**src/rtl/uart_tx_fifo.sv**
```systemverilog
// UART transmitter with a transmit FIFO and configurable data width, parity and stop bits.
// Frames leave back-to-back while words are queued; out idles high.
module uart_tx_fifo #(
    parameter int COUNT_WIDTH = 12,
    parameter logic [COUNT_WIDTH-1:0] COUNT_MAX = 12'd2603,
    parameter int DATA_BITS = 8,
    parameter int PARITY = 0,
    parameter int STOP_BITS = 1,
    parameter int FIFO_AW = 4
) (
    input  logic                 CLK,
    input  logic                 RST,
    input  logic [DATA_BITS-1:0] in,
    input  logic                 valid,
    output logic                 ready,
    output logic                 out,
    output logic                 busy,
    output logic [FIFO_AW:0]     level
);

    localparam int DEPTH = 1 << FIFO_AW;
    localparam logic [3:0] LAST_DATA = 4'(DATA_BITS - 1);
    localparam logic [3:0] LAST_STOP = 4'(STOP_BITS - 1);

    typedef enum logic [2:0] {IDLE, START, DATA, PAR, STOP} state_t;

    state_t                 state, state_n;
    logic [COUNT_WIDTH-1:0] cnt, cnt_n;
    logic [3:0]             bitn, bitn_n;
    logic [DATA_BITS-1:0]   shift, shift_n;
    logic                   par, par_n;

    logic [DATA_BITS-1:0]   mem [DEPTH];
    logic [FIFO_AW:0]       wptr, rptr;
    logic [DATA_BITS-1:0]   head;
    logic                   full, empty, push, pop, tick, head_par;

    assign empty = (wptr == rptr);
    assign full  = ((wptr ^ rptr) == {1'b1, {FIFO_AW{1'b0}}});
    assign push  = valid && !full;
    assign head  = mem[rptr[FIFO_AW-1:0]];
    assign tick  = (cnt == COUNT_MAX);
    assign ready = !full;
    assign busy  = (state != IDLE) || !empty;
    assign level = wptr - rptr;

    assign head_par = (PARITY == 1) ? ~^head : ^head;

    always_ff @(posedge CLK) begin
        if (push)
            mem[wptr[FIFO_AW-1:0]] <= in;
    end

    always_ff @(posedge CLK or posedge RST) begin
        if (RST) begin
            wptr <= '0;
            rptr <= '0;
        end else begin
            if (push)
                wptr <= wptr + 1'b1;
            if (pop)
                rptr <= rptr + 1'b1;
        end
    end

    always_ff @(posedge CLK or posedge RST) begin
        if (RST) begin
            state <= IDLE;
            cnt   <= '0;
            bitn  <= '0;
            shift <= '0;
            par   <= 1'b0;
        end else begin
            state <= state_n;
            cnt   <= cnt_n;
            bitn  <= bitn_n;
            shift <= shift_n;
            par   <= par_n;
        end
    end

    always_comb begin
        state_n = state;
        cnt_n   = cnt;
        bitn_n  = bitn;
        shift_n = shift;
        par_n   = par;
        pop     = 1'b0;
        if (state != IDLE)
            cnt_n = tick ? '0 : cnt + 1'b1;
        case (state)
            IDLE: begin
                if (!empty)
                    pop = 1'b1;
            end
            START: begin
                if (tick) begin
                    state_n = DATA;
                    bitn_n  = '0;
                end
            end
            DATA: begin
                if (tick) begin
                    shift_n = shift >> 1;
                    if (bitn == LAST_DATA) begin
                        state_n = (PARITY != 0) ? PAR : STOP;
                        bitn_n  = '0;
                    end else begin
                        bitn_n = bitn + 1'b1;
                    end
                end
            end
            PAR: begin
                if (tick) begin
                    state_n = STOP;
                    bitn_n  = '0;
                end
            end
            STOP: begin
                if (tick) begin
                    if (bitn != LAST_STOP)
                        bitn_n = bitn + 1'b1;
                    else if (!empty)
                        pop = 1'b1;
                    else
                        state_n = IDLE;
                end
            end
            default: state_n = IDLE;
        endcase
        // A pop always starts a fresh frame, whether from idle or the last stop bit
        if (pop) begin
            state_n = START;
            cnt_n   = '0;
            bitn_n  = '0;
            shift_n = head;
            par_n   = head_par;
        end
    end

    always_comb begin
        out = 1'b1;
        case (state)
            START:   out = 1'b0;
            DATA:    out = shift[0];
            PAR:     out = par;
            default: out = 1'b1;
        endcase
    end

endmodule

```
**config.mk**
```make
export PLATFORM = sky130hd
export DESIGN_NAME = uart_tx_fifo
export DESIGN_NICKNAME = d
export VERILOG_FILES = /design/src/rtl/uart_tx_fifo.sv
export SDC_FILE = /design/constraint.sdc
export NUM_CORES = 1
export LEC_CHECK = 0
export ABC_AREA = 0
export BUFFER_PORTS_ARGS = -buffer_cell sky130_fd_sc_hd__clkbuf_2
export CAP_MARGIN = 20
export CORE_ASPECT_RATIO = 1.5
export CORE_MARGIN = 2
export CORE_UTILIZATION = 35
export CTS_CLUSTER_SIZE = 24
export DETAILED_ROUTE_END_ITERATION = 10
export HOLD_SLACK_MARGIN = 0.02
export PLACE_DENSITY_LB_ADDON = 0.15
export SYNTH_ARGS = -nofsm -noshare
export SYNTH_HDL_FRONTEND = slang
export SYNTH_SLANG_ARGS = --single-unit
```
**constraint.sdc**
```tcl
create_clock -name CLK -period 3.7 [get_ports CLK]
set_input_delay 0.37 -clock CLK [delete_from_list [all_inputs] [get_ports CLK]]
set_output_delay 0.37 -clock CLK [all_outputs]
set_load 0.05 [all_outputs]
```
==> qor.yml <==
outcome: "finished, final reports clean"
cts_tree: "yes"
peakVddDrop_mv: 0.326
required_ns: 4.01
synth_top_area_share_pct: 53.0
cap_violations: 0
nFillCells: 1913
final_area_sq_mm: 0.00834
yosysWarnings: 0
fin_nets: 539
dp_hpwl_mm: 10.9
syn_area_per_cell_sq_um: 15.2
internal_power_mw: 3.33
syn_inst: 476
yosys-top-cells-area: "edfxtp_1, dfrtp_1, mux4_2, ha_1, nor2_1"
synth_cell_type_count: 50
power.leakage_nw: 3.06
antennaDiodeCount: 0
p_clk_share_pct: 35.8
setup_viol_count_final: 0
startpoint_type: "flip-flop"
grt_pass1_vias: 4247
drc_errors: 0
grt_max_degree: 39
fin_util_pct: 41.0
grt_usage_pct: 14.9
wire_per_inst_um: 19.4
place_ws_ns: 0.917
chipHeight_um: 180
crit_type: "reg -> reg"
dr_total_vias: 4001
cts_hold_buf: 0
clk_latency_ns: 0.43
ant_nets: 0
antenna_found_initial: 0
rsz0062_at_grt: "no"
start_util_pct: 35.6
yosys.area.top_type: "edfxtp_1"
ctsResizeCount: 0
seqCellArea_sq_mm: 0.00480
wirelength_mm: 15.4
drtPass1Iterations: 4
setup_ws_ns: 0.894
port_buffers: 18
drtIter0Drc: 275
die_w_um: 122
seq_area_frac_synth_pct: 66.1
die-area_sq_mm: 0.0219
area_growth_pct: 15.1
gp_congestion: 0.809
synth_seq_cells: 166
cts_root_buffer: "clkbuf_16"
synth_edf_count: 128
hold_viol: 0
numCtsBuffers: 17
end_kind: "flip-flop"
grt_pass1_wl_mm: 23.9
min_period_over_period_pct: 75.8
slew_violations: 0
power_density_mw_per_mm2: 572
clock-sinks: 166
multi_input_area_sq_mm: 0.00229
skew_ns: 0.0113
ios: 19
viasPerCell: 5.05
p_sw_mw: 1.44
clock_path_buffers: 2
synthFlopType: "edfxtp_1"
cts-htree-levels: 4
drive_gt1_share_pct: 23.1
power_frac_comb_pct: 16.8
path_clk_slew_ns: 0.07
setup_tns_ns: 0
placed_area_sq_mm: 0.00776
grt_overflow: 0
worst-path-max-fanout: 11
fin_crit_ns: 2.81
syn_nets: 500
row_count: 64
tightestPinTransition_ns: 0.679
switching_share_pct: 30.1
postCtsSetupRepairBufs: 0
syn_area_sq_mm: 0.00725
p_seq_share_pct: 47.4
core_sq_mm: 0.0203
async_flop_share_pct: 22.9
cp_data_arrival_time_ns: 3.11
maxSlewHeadroom_pct: 54.6
fmaxAchievable_mhz: 356
worst-r2r-setup-slack_ns: 0.89
holdCritPathClass: "in -> async"
power by group through the flow:
stage | Combinational [mW] | Clock, mW | Sequential [mW]
3_5_place_dp | 0.813 | 0 | 2.30
2_1_floorplan | 0.592 | 0 | 2.26
4_1_cts | 0.816 | 1.75 | 2.26
3_3_place_gp | 0.800 | 0 | 2.30
6_report | 0.800 | 1.71 | 2.26
5_1_grt | 0.869 | 1.84 | 2.28
cells by family after synthesis:
group / synth area share [%]
flops: 66.1
xor+xnor: 3.45
buf+inv: 2.29
fa+ha+maj: 2.35
simple gates: 8.02
mux: 13.0
compound gates: 4.80
placed cells by master (no fill, tap or decap), drive strengths merged, types with 4 or more instances in the layout:
master / synthesis / final
edfxtp: 128 / 128
nor2: 39 / 39
dfrtp: 38 / 38
clkbuf: 14 / 35
nand2: 33 / 33
mux4: 32 / 32
inv: 17 / 26
buf: 9 / 25
o21ai: 18 / 18
a21oi: 17 / 17
mux2i: 14 / 14
xor2: 13 / 13
xnor2: 13 / 13
ha: 12 / 12
nor3: 9 / 9
nand3: 8 / 8
nand2b: 7 / 7
mux2: 7 / 7
nand4: 6 / 6
clkinv: 1 / 5
or3: 4 / 4
and3: 4 / 4
a211oi: 4 / 4
a21o: 4 / 4
registers in the layout (all words and copies together), names as in the netlist:
name,count
bitn,4
cnt,12
mem,128
par,1
rptr,5
shift,8
state,3
wptr,5
synthesized netlist by cell type (2+ instances only):
library cell and count:
ha_1 12, dfrtp_1 38, nor2_1 39, nand4_1 6
and2_1 2, xnor2_1 13, or3_1 4, buf_1 4
o21ai_0 16, xor2_1 13, inv_1 17, a211oi_1 4
nand2_1 33, nand2b_1 7, o31ai_1 2, a21o_1 2
mux2_2 7, a21oi_1 17, clkbuf_1 14, nor2b_1 2
a31oi_1 2, a32o_1 2, mux4_2 32, nand3_1 8
buf_2 4, nor3_1 8, mux2i_1 14, edfxtp_1 128
and3_1 4, o21ai_1 2
worst max-delay path, cell delays in order (launching register included):
cell and delay, ns:
dfrtp_1 0.55, clkinv_1 0.16, ha_1 0.35, nand4_1 0.15, nor2_1 0.37, nor2_1 0.28
o31ai_1 0.44, mux2_2 0.39
cell type report:
| type | instances | share of cell area (%) |
|---|---|---|
| inverter | 18 | 0.810 |
| tap | 264 | 3.96 |
| clock inverter | 15 | 1.87 |
| sequential | 166 | 57.5 |
| multi-input combinational | 269 | 27.4 |
| clock buffer | 17 | 5.10 |
| timing repair buffer | 43 | 3.33 |
final timing paths:
| path | to | cells after the start | from |
|---|---|---|---|
| min | cnt[6] | 3 | RST |
| max | state[2] | 7 | rptr[3] |
| max reg2reg | state[2] | 7 | rptr[3] |
| max in group asynchronous | rptr[1] | 3 | RST |
| min in group CLK | mem[3][0] | 1 | in[0] |
| min reg2reg | par | 2 | par |
layer usage:
metal  global-route usage [%]  vias to the layer above  share of wire (%)
met4                     4.74                        0                1.4
met2                     28.2                       72                 57
met1                     16.3                     2046                 39
met5                        0                        -                  0
li1                         -                     1865                  -
met3                     2.91                       18                2.4
stage by stage:
step                hold slack [ns]  total power [mW]  std cells
floorplan                     0.457              2.85        476
global placement              0.483              3.10        760
detailed placement            0.481              3.12        760
CTS                          0.0631              4.83        792
global route                 0.0898              4.98        792
finish                       0.0428              4.77        792
Note: power is estimated with default switching activity, not from simulation.
